**config.mk**
```make
export PLATFORM = sky130hd
export DESIGN_NAME = softex_slot_regfile
export DESIGN_NICKNAME = d
export VERILOG_FILES = /design/src/rtl/softex_slot_regfile.sv
export SDC_FILE = /design/constraint.sdc
export NUM_CORES = 1
export LEC_CHECK = 0
export CAP_MARGIN = 25
export CORE_ASPECT_RATIO = 0.8
export CORE_MARGIN = 2
export CORE_UTILIZATION = 56
export DETAILED_ROUTE_END_ITERATION = 16
export PLACE_DENSITY = 0.8
export SLEW_MARGIN = 10
export SYNTH_ARGS = -nofsm -noshare
export SYNTH_HDL_FRONTEND = slang
export SYNTH_SLANG_ARGS = --single-unit
```
**constraint.sdc**
```tcl
create_clock -name clk_i -period 3.5 [get_ports clk_i]
set_clock_uncertainty 0.1 [all_clocks]
set_input_delay 0.525 -clock clk_i [delete_from_list [all_inputs] [get_ports clk_i]]
set_output_delay 0.525 -clock clk_i [all_outputs]
set_load 0.01 [all_outputs]
```
**src/rtl/softex_slot_regfile.sv**
```systemverilog
`default_nettype none
// ============================================================================
// Module      : softex_slot_regfile
// Description : Responder side of the softex slot protocol. Holds N_SLOTS
//               softmax state slots (running maximum + denominator per lane)
//               so partial row reductions can be parked and resumed.
//               Request channel : ALLOC / LOAD, answered through a single
//                                 output register (rsp_*).
//               Update channel  : UPDATE / FREE, single-cycle, always-ready
//                                 while idle.
//               flush_i walks every slot and invalidates it, one per cycle.
// Ports       : clk_i, rst_i (sync, active high), flush_i
//               req_valid_i/req_ready_o/req_op_i/req_addr_i
//               rsp_valid_o/rsp_ready_i/rsp_addr_o/rsp_hit_o/
//               rsp_maximum_o/rsp_denominator_o
//               upd_valid_i/upd_ready_o/upd_op_i/upd_addr_i/
//               upd_maximum_i/upd_denominator_i
//               occupancy_o (valid slot count), busy_o (flush in progress)
// Options     : SOFTEX_SLOT_STATS_EN adds stat_hits_o / stat_misses_o.
// Revision    : 1.0 - initial release
// ============================================================================
module softex_slot_regfile #(
  parameter int unsigned          N_SLOTS        = 4,
  parameter int unsigned          SLOT_ADDR_BITS = 8,
  parameter int unsigned          WIDTH_IN       = 16,
  parameter int unsigned          WIDTH_ACC      = 32,
  parameter int unsigned          NUM_LANES      = 1,
  parameter logic [WIDTH_IN-1:0]  MAX_RESET      = 16'hFF80
) (
  input  logic                              clk_i,
  input  logic                              rst_i,
  input  logic                              flush_i,
  input  logic                              req_valid_i,
  output logic                              req_ready_o,
  input  logic                              req_op_i,
  input  logic [SLOT_ADDR_BITS-1:0]         req_addr_i,
  output logic                              rsp_valid_o,
  input  logic                              rsp_ready_i,
  output logic [SLOT_ADDR_BITS-1:0]         rsp_addr_o,
  output logic                              rsp_hit_o,
  output logic [NUM_LANES*WIDTH_IN-1:0]     rsp_maximum_o,
  output logic [NUM_LANES*WIDTH_ACC-1:0]    rsp_denominator_o,
  input  logic                              upd_valid_i,
  output logic                              upd_ready_o,
  input  logic                              upd_op_i,
  input  logic [SLOT_ADDR_BITS-1:0]         upd_addr_i,
  input  logic [NUM_LANES*WIDTH_IN-1:0]     upd_maximum_i,
  input  logic [NUM_LANES*WIDTH_ACC-1:0]    upd_denominator_i,
  output logic [$clog2(N_SLOTS):0]          occupancy_o,
`ifdef SOFTEX_SLOT_STATS_EN
  output logic [31:0]                       stat_hits_o,
  output logic [31:0]                       stat_misses_o,
`endif
  output logic                              busy_o
);

  localparam int unsigned c_idx_w = $clog2(N_SLOTS);
  localparam int unsigned c_occ_w = c_idx_w + 1;
  localparam int unsigned c_max_w = NUM_LANES * WIDTH_IN;
  localparam int unsigned c_den_w = NUM_LANES * WIDTH_ACC;

  localparam logic c_op_alloc  = 1'b0;
  localparam logic c_op_load   = 1'b1;
  localparam logic c_op_update = 1'b0;
  localparam logic c_op_free   = 1'b1;

  // One extra bit so the range check also works when N_SLOTS fills the field.
  localparam logic [SLOT_ADDR_BITS:0] c_n_slots_ext = (SLOT_ADDR_BITS+1)'(N_SLOTS);
  localparam logic [c_idx_w-1:0]      c_last_idx    = c_idx_w'(N_SLOTS - 1);

  typedef enum logic [0:0] {
    ST_IDLE  = 1'b0,
    ST_FLUSH = 1'b1
  } state_e;

  // --------------------------------------------------------------------------
  // State
  // --------------------------------------------------------------------------
  state_e               r_state;
  state_e               w_state_next;
  logic [c_idx_w-1:0]   r_cnt;
  logic [c_idx_w-1:0]   w_cnt_next;

  logic [N_SLOTS-1:0]   r_valid;
  logic [N_SLOTS-1:0]   w_valid_next;
  logic [c_max_w-1:0]   r_max [N_SLOTS];
  logic [c_den_w-1:0]   r_den [N_SLOTS];
  logic [c_occ_w-1:0]   r_occupancy;
  logic [c_occ_w-1:0]   w_occ_next;

  logic                       r_rsp_valid;
  logic [SLOT_ADDR_BITS-1:0]  r_rsp_addr;
  logic                       r_rsp_hit;
  logic [c_max_w-1:0]         r_rsp_max;
  logic [c_den_w-1:0]         r_rsp_den;

  // --------------------------------------------------------------------------
  // Handshakes and address decode
  // --------------------------------------------------------------------------
  logic               w_idle;
  logic               w_req_fire;
  logic               w_upd_fire;
  logic [c_idx_w-1:0] w_req_idx;
  logic [c_idx_w-1:0] w_upd_idx;
  logic               w_req_in_range;
  logic               w_upd_in_range;

  assign w_idle       = (r_state == ST_IDLE);
  assign req_ready_o  = w_idle && (!r_rsp_valid || rsp_ready_i);
  assign upd_ready_o  = w_idle;
  assign w_req_fire   = req_valid_i && req_ready_o;
  assign w_upd_fire   = upd_valid_i && upd_ready_o;

  assign w_req_idx      = req_addr_i[c_idx_w-1:0];
  assign w_upd_idx      = upd_addr_i[c_idx_w-1:0];
  assign w_req_in_range = ({1'b0, req_addr_i} < c_n_slots_ext);
  assign w_upd_in_range = ({1'b0, upd_addr_i} < c_n_slots_ext);

  logic w_upd_write;
  logic w_upd_free;
  logic w_alloc_write;

  // UPDATE only lands on a slot that is already live.
  assign w_upd_write = w_upd_fire && w_upd_in_range && (upd_op_i == c_op_update)
                       && r_valid[w_upd_idx];
  assign w_upd_free  = w_upd_fire && w_upd_in_range && (upd_op_i == c_op_free);

  // --------------------------------------------------------------------------
  // ALLOC victim: lowest-index free slot, judged on the current valid bits so
  // a slot freed in this same cycle is not yet a candidate.
  // --------------------------------------------------------------------------
  logic               w_alloc_found;
  logic [c_idx_w-1:0] w_alloc_idx;

  always_comb begin
    w_alloc_found = 1'b0;
    w_alloc_idx   = '0;
    for (int i = N_SLOTS - 1; i >= 0; i--) begin
      if (!r_valid[i]) begin
        w_alloc_found = 1'b1;
        w_alloc_idx   = c_idx_w'(i);
      end
    end
  end

  assign w_alloc_write = w_req_fire && (req_op_i == c_op_alloc) && w_alloc_found;

  // --------------------------------------------------------------------------
  // Response data for the request being accepted this cycle
  // --------------------------------------------------------------------------
  logic                       w_rsp_hit;
  logic [SLOT_ADDR_BITS-1:0]  w_rsp_addr;
  logic [c_max_w-1:0]         w_rsp_max;
  logic [c_den_w-1:0]         w_rsp_den;
  logic                       w_fwd_same_slot;

  // An update to the slot being loaded wins (write-first).
  assign w_fwd_same_slot = w_upd_fire && w_upd_in_range && w_req_in_range
                           && (w_upd_idx == w_req_idx);

  always_comb begin
    w_rsp_hit  = 1'b0;
    w_rsp_addr = '0;
    w_rsp_max  = '0;
    w_rsp_den  = '0;
    if (req_op_i == c_op_alloc) begin
      if (w_alloc_found) begin
        w_rsp_hit  = 1'b1;
        w_rsp_addr = SLOT_ADDR_BITS'(w_alloc_idx);
        w_rsp_max  = {NUM_LANES{MAX_RESET}};
        w_rsp_den  = '0;
      end
    end else begin
      w_rsp_addr = req_addr_i;
      if (w_req_in_range && r_valid[w_req_idx]) begin
        w_rsp_hit = 1'b1;
        w_rsp_max = r_max[w_req_idx];
        w_rsp_den = r_den[w_req_idx];
        if (w_fwd_same_slot) begin
          if (upd_op_i == c_op_free) begin
            w_rsp_hit = 1'b0;
            w_rsp_max = '0;
            w_rsp_den = '0;
          end else begin
            w_rsp_max = upd_maximum_i;
            w_rsp_den = upd_denominator_i;
          end
        end
      end
    end
  end

  // --------------------------------------------------------------------------
  // Next valid vector and occupancy. Flush and channel ops are exclusive
  // because both ready signals are low in FLUSH.
  // --------------------------------------------------------------------------
  always_comb begin
    w_valid_next = r_valid;
    if (r_state == ST_FLUSH) begin
      w_valid_next[r_cnt] = 1'b0;
    end
    if (w_upd_free) begin
      w_valid_next[w_upd_idx] = 1'b0;
    end
    if (w_alloc_write) begin
      w_valid_next[w_alloc_idx] = 1'b1;
    end
  end

  always_comb begin
    w_occ_next = '0;
    for (int i = 0; i < N_SLOTS; i++) begin
      w_occ_next = w_occ_next + c_occ_w'(w_valid_next[i]);
    end
  end

  // --------------------------------------------------------------------------
  // FSM
  // --------------------------------------------------------------------------
  always_comb begin
    w_state_next = r_state;
    w_cnt_next   = r_cnt;
    case (r_state)
      ST_IDLE: begin
        if (flush_i) begin
          w_state_next = ST_FLUSH;
          w_cnt_next   = '0;
        end
      end
      ST_FLUSH: begin
        w_cnt_next = r_cnt + c_idx_w'(1);
        if (r_cnt == c_last_idx) begin
          w_state_next = ST_IDLE;
          w_cnt_next   = '0;
        end
      end
      default: begin
        w_state_next = ST_IDLE;
        w_cnt_next   = '0;
      end
    endcase
  end

  always_ff @(posedge clk_i) begin
    if (rst_i) begin
      r_state <= ST_IDLE;
      r_cnt   <= '0;
    end else begin
      r_state <= w_state_next;
      r_cnt   <= w_cnt_next;
    end
  end

  // --------------------------------------------------------------------------
  // Slot storage
  // --------------------------------------------------------------------------
  always_ff @(posedge clk_i) begin
    if (rst_i) begin
      r_valid     <= '0;
      r_occupancy <= '0;
      for (int i = 0; i < N_SLOTS; i++) begin
        r_max[i] <= '0;
        r_den[i] <= '0;
      end
    end else begin
      r_valid     <= w_valid_next;
      r_occupancy <= w_occ_next;
      if (w_upd_write) begin
        r_max[w_upd_idx] <= upd_maximum_i;
        r_den[w_upd_idx] <= upd_denominator_i;
      end
      if (w_alloc_write) begin
        r_max[w_alloc_idx] <= {NUM_LANES{MAX_RESET}};
        r_den[w_alloc_idx] <= '0;
      end
    end
  end

  // --------------------------------------------------------------------------
  // Response register: data only moves on an accept, so it stays stable
  // while the consumer stalls.
  // --------------------------------------------------------------------------
  always_ff @(posedge clk_i) begin
    if (rst_i) begin
      r_rsp_valid <= 1'b0;
      r_rsp_addr  <= '0;
      r_rsp_hit   <= 1'b0;
      r_rsp_max   <= '0;
      r_rsp_den   <= '0;
    end else if (w_req_fire) begin
      r_rsp_valid <= 1'b1;
      r_rsp_addr  <= w_rsp_addr;
      r_rsp_hit   <= w_rsp_hit;
      r_rsp_max   <= w_rsp_max;
      r_rsp_den   <= w_rsp_den;
    end else if (r_rsp_valid && rsp_ready_i) begin
      r_rsp_valid <= 1'b0;
    end
  end

  assign rsp_valid_o       = r_rsp_valid;
  assign rsp_addr_o        = r_rsp_addr;
  assign rsp_hit_o         = r_rsp_hit;
  assign rsp_maximum_o     = r_rsp_max;
  assign rsp_denominator_o = r_rsp_den;
  assign occupancy_o       = r_occupancy;
  assign busy_o            = (r_state == ST_FLUSH);

`ifdef SOFTEX_SLOT_STATS_EN
  // --------------------------------------------------------------------------
  // Hit / miss statistics, saturating. A miss is any request answered with
  // hit=0 (LOAD miss or ALLOC on a full file).
  // --------------------------------------------------------------------------
  logic [31:0] r_stat_hits;
  logic [31:0] r_stat_misses;

  always_ff @(posedge clk_i) begin
    if (rst_i || flush_i) begin
      r_stat_hits   <= '0;
      r_stat_misses <= '0;
    end else if (w_req_fire) begin
      if (w_rsp_hit && (req_op_i == c_op_load)) begin
        if (r_stat_hits != 32'hFFFF_FFFF) begin
          r_stat_hits <= r_stat_hits + 32'd1;
        end
      end else if (!w_rsp_hit) begin
        if (r_stat_misses != 32'hFFFF_FFFF) begin
          r_stat_misses <= r_stat_misses + 32'd1;
        end
      end
    end
  end

  assign stat_hits_o   = r_stat_hits;
  assign stat_misses_o = r_stat_misses;
`endif

endmodule
`default_nettype wire

```
### Word level (Yosys, flattened, before mapping)

Memory sizes are Yosys's and may differ from the RTL's.
Index checks and enable logic that the tools add are counted.

* register bits after elaboration: 68
* RAM bits: 192
* output and inout port bits: 64
* word-level logic and storage cells: 123
* memories: 2

* add/sub/neg operators: 4
* $lt $le $gt $ge: 9
* eq/ne operators: 3
* mux-type cells: 65
* bitwise logic cells: 8
* reduce and logical (&&, ||, !) cells: 23

Memories
* r_den: words 4, bits a word 32, read ports 1, clocked after memory_dff 0, wr ports 4, line 87 `logic [c_den_w-1:0] r_den [N_SLOTS];`
* r_max: words 4, bits a word 16, read ports 1, clocked after memory_dff 0, wr ports 4, line 86 `logic [c_max_w-1:0] r_max [N_SLOTS];`

Operators by type and width (number)
* two-way mux 32 bit: 6
* two-way mux 16 bit: 7
* OR reduction 32 bit: 2
* OR reduction 16 bit: 2
* two-way mux 1 bit: 30
* two-way mux 2 bit: 11
* logical AND 1 bit: 16
* less-than comparator 8 x 3 -> 1 bit, second input constant: 2
* less-than comparator 2 x 3 -> 1 bit, second input constant: 4
* two-way mux 4 bit: 3
* bitwise AND 4 bit: 2
* two-way mux 8 bit: 1
* inverter 4 bit: 2
* demux 1 bit (select 2 bit): 3
* greater-or-equal comparator 2 x 1 -> 1 bit, second input constant: 3
* binary-select mux 1 bit (select 2 bit): 2
* bitwise OR 4 bit: 1
* case mux 2 bit (2 select lines): 1
* adder 2 x 1 -> 3 bit: 1
* adder 3 x 1 -> 3 bit: 1
* inverter 1 bit: 3
* adder 1 x 1 -> 2 bit: 1
* adder 2 x 1 -> 2 bit, second input constant: 1
* == test 2 bit: 1
* other kinds (6): 6

### Longest topological paths before layout

* depth after elaboration: 14
* gate-level depth with buffers: 9
* gate-level depth less buffers: 9

### Least setup slack after synthesis

OpenSTA, ideal clock, no wires.

* path type: input-to-reg
* start point: in upd_addr_i[5]
* end point: reg r_occupancy[1] (netlist: occupancy_o[1])
* library setup time: 0.128 ns
* arrival time: 2.621 ns
* required time: 3.272 ns
* path slack: 0.651 ns
* stages: 8
* cells stage by stage: nor4_2 -> nand3_1 -> or2_2 -> a32o_1 -> fa_1 -> ha_1 -> ha_1 -> nor2b_1

RTL lines
* from (decl): line 46 `input logic [SLOT_ADDR_BITS-1:0] upd_addr_i,`
* less-than comparator 8 x 3 -> 1 bit (*): line 117 `assign w_upd_in_range = ({1'b0, upd_addr_i} < c_n_slots_ext);`
* logical AND 1 bit (*) (2 in series): line 126 `assign w_upd_free = w_upd_fire && w_upd_in_range && (upd_op_i == c_op_free);`
* two-way mux 4 bit (*): line 202 `if (w_upd_free) begin`
* bitwise OR 4 bit (no source line)
* two-way mux 4 bit (*): line 205 `if (w_alloc_write) begin`
* net w_valid_next[3]: line 85 `logic [N_SLOTS-1:0] w_valid_next;`
* adder 3 x 1 -> 3 bit (*): line 213 `w_occ_next = w_occ_next + c_occ_w'(w_valid_next[i]);`
* net w_occ_next[1]: line 89 `logic [c_occ_w-1:0] w_occ_next;`
* to (signal assigned): line 267 `r_occupancy <= w_occ_next;`
* to (decl): line 88 `logic [c_occ_w-1:0] r_occupancy;`

The timed path passes the listed nets; every way through them passes the cells marked *.
A chain may end at the register's enable or synchronous reset.

### Worst setup path after layout

Ends and elaborated chain as after synthesis.

==> flow_metrics.tcl <==
set metrics [dict create \
    crit-reg2reg-launch "busy_o" \
    cts_buffer_depth 3 \
    cts-htree-levels 1 \
    root_buffer "clkbuf_16" \
    num_io_pins 136 \
    crit_fanout 4 \
    switching_share_pct 22.4 \
    clkPwrFrac_pct 45.2 \
    finalCriticalPeriod_ns 2.97 \
    fp.coreArea_um2 19800 \
    cts-resized-gates 0 \
    crit_path_end_kind "flip-flop" \
    synth_seq_cells 260 \
    yosysTopAreaCell "dfxtp_1" \
    diodes 0 \
    vias 9528 \
    async_reset_ff_share_pct 0 \
    gp_congestion 0.836 \
    whs_endpoint "rsp_addr_o[0]" \
    max_freq_mhz 336 \
    overflow 0 \
    most-common-layout-cells "dfxtp_1 (260), nand2_1 (223), clkdlybuf4s50_1 (132)" \
    cp-start-kind "input port" \
    slew_violations 0 \
    cts_num_sinks 260 \
    timing.max_cap.violations 0 \
    syn_nets 1270 \
    peakVddDrop_uv 324 \
    row_count 46 \
    hpwl_mm 18.3 \
    cts.clk_slew.worst_paths_ns 0.06 \
    worst-r2r-cell-count 8 \
    grt_antenna_before_repair 0 \
    grt_pass1_wl_mm 49.4 \
    postRouteWirelength_mm 30.8 \
    clk-insertion-delay-late_ns 0.52 \
    power_leakage_nw 4.99 \
    p_total_mw 6.28 \
    worst_slew_pin_slew_ns 0.835 \
    vias_per_cell 6.11 \
    seqPwrFrac_pct 47.9 \
    postCtsHoldBufs 0 \
    fp.dieH_um 131 \
    post-route-util_pct 69.7 \
    ant_nets 0 \
    wl_per_cell_um 19.7 \
    postCtsSetupRepairBufs 0 \
    final_common_cell "dfxtp_1" \
    drtIter0Drc 958 \
    hp-class "in2reg" \
    finalCritPeriodShare_pct 85.0 \
    syn_area_um2 11300 \
    synth_area_leaders "dfxtp_1 (46%), mux4_2 (9.7%), nand2_1 (7.4%)" \
    drc_errors 0 \
    die_x_um 163 \
    numCtsBuffers 26 \
    finalSetupViolations 0 \
    status "completed" \
    power_switching_mw 1.41 \
    dp_slack_ns -0.000765 \
    p_int_mw 4.88 \
    die_area_um2 21400 \
    max-slew-margin-rel_pct 44.1 \
    min_path_cells 3 \
    place_inst 1513 \
    rrSetupSlack_ns 0.55 \
    synth_top_area_share_pct 46.0 \
    first_pass_iters 5 \
    rsz0062_at_grt "no" \
    synth_area_per_cell_um2 9.51 \
    ys.warnings.count 0 \
    n_fill_cell 1481 \
    setup_ws_ns 0.526 \
    synth_edf_count 0 \
    final_nets 1356 \
    grt_usage_pct 28.6 \
    crit_arrival_ns 3.27 \
    r2r_end "occupancy_o[1]" \
    drive_gt1_share_pct 11.7 \
    worstSetupPathType "in2reg" \
    first_global_vias 9228 \
    min_from "req_addr_i[0]" \
    initial_core_util_pct 57.2 \
    synth_ff_type "dfxtp_1" \
    syn_inst 1191 \
    required_ns 3.80 \
    yosysSeqAreaShare_pct 46.0 \
    grt_max_degree 63 \
    whs_ns 0.254 \
    cts_tree "built" \
    fin_cells 1559 \
    pwr-share-comb_pct 6.9 \
    power_density_nw_per_um2 455 \
    yosys.cell_types.count 52 \
    portBuffers 135 \
    finalHoldViolCount 0 \
    syn2layout_area_growth_pct 22.0 \
]
state kept, by name (all words and copies together), names as in the netlist:
register,flops
rsp_maximum_o,16
busy_o,1
r_max,64
r_valid,4
rsp_addr_o,8
occupancy_o,3
r_den,128
r_cnt,2
rsp_valid_o,1
rsp_hit_o,1
rsp_denominator_o,32
synth_stat cells, drive strengths merged (2+ instances only):
library cell,count
dfxtp,260
nand2,224
a21oi,100
nand3b,80
buf,58
nor2,55
clkbuf,53
mux2i,49
mux4,49
nand3,48
o21ai,42
a22oi,39
a211o,18
nor3b,18
inv,13
nor2b,10
o311ai,10
a221o,9
o22ai,9
nor4,7
ha,6
nor3,5
nand2b,3
a211oi,2
a32o,2
a41oi,2
and4,2
nand4,2
or2,2
xnor2,2
worst max-delay path by stage:
stage / startpoint / endpoint / slack [ns] / cells past startpoint
floorplan: upd_addr_i[5] / occupancy_o[1] / 0.65 / 8
global placement: upd_addr_i[5] / occupancy_o[1] / 0.08 / 9
detailed placement: upd_addr_i[5] / occupancy_o[1] / -0.0008 / 9
CTS: upd_addr_i[5] / occupancy_o[1] / 0.53 / 9
global route: upd_addr_i[5] / occupancy_o[1] / 0.38 / 9
finish: upd_addr_i[5] / occupancy_o[1] / 0.53 / 9
cells by family (layout without fill, tap and decap cells):
| group | count (synthesis) | after routing | synth area share [%] |
|---|---|---|---|
| flip-flops | 260 | 260 | 46.0 |
| buffers and inverters | 124 | 228 | 5.08 |
| AND/OR/NAND/NOR | 461 | 461 | 20.5 |
| AO/OA/AOI/OAI | 238 | 238 | 13.3 |
| multiplexers | 99 | 99 | 14.2 |
| XOR/XNOR | 2 | 2 | 0.155 |
| adder cells (fa/ha/maj) | 7 | 7 | 0.840 |
area by class of cell:
cell class              count  area [um^2]  area share [%]
clock buffers              40          825            5.97
multi-input cells         807         5630            40.7
inverters                  13         48.8           0.353
repair buffers            169         1710            12.4
well taps                 264          330            2.39
clock inverters             6         63.8           0.462
flip-flops and latches    260         5200            37.7
per-layer routing:
metal | track usage (%) | share of wire [%] | vias to the layer above
met4 | 6.74 | 1.9 | 0
met5 | 0 | 0 | -
met1 | 41.1 | 44 | 4666
met2 | 46.1 | 47 | 400
li1 | - | - | 4414
met3 | 3.66 | 7.2 | 48
power by group through the flow:
stage / combinational (mW) / sequential (mW) / clock (mW)
after floorplan: 0.201 / 3.07 / 0
after global placement: 0.423 / 3.07 / 0
after detailed placement: 0.427 / 3.07 / 0
after CTS: 0.430 / 3.01 / 2.87
after global routing: 0.460 / 3.01 / 3.00
final: 0.432 / 3.01 / 2.84
metrics by stage:
| stage | TNS [ns] | cell area, um^2 |
|---|---|---|
| floorplan | 0 | 11300 |
| global placement | 0 | 12900 |
| detailed placement | -0.000765 | 12900 |
| CTS | 0 | 13800 |
| global route | 0 | 13800 |
| finish | 0 | 13800 |
critical path: stages:
cell             delay (ns)
clkdlybuf4s50_1        0.43
nor4_2                 0.42
nand3_1                0.22
or2_2                  0.34
a32o_1                 0.28
fa_1                   0.46
ha_1                   0.19
ha_1                   0.28
nor2b_1                0.12
No activity file was read; power rests on OpenSTA's default activity.
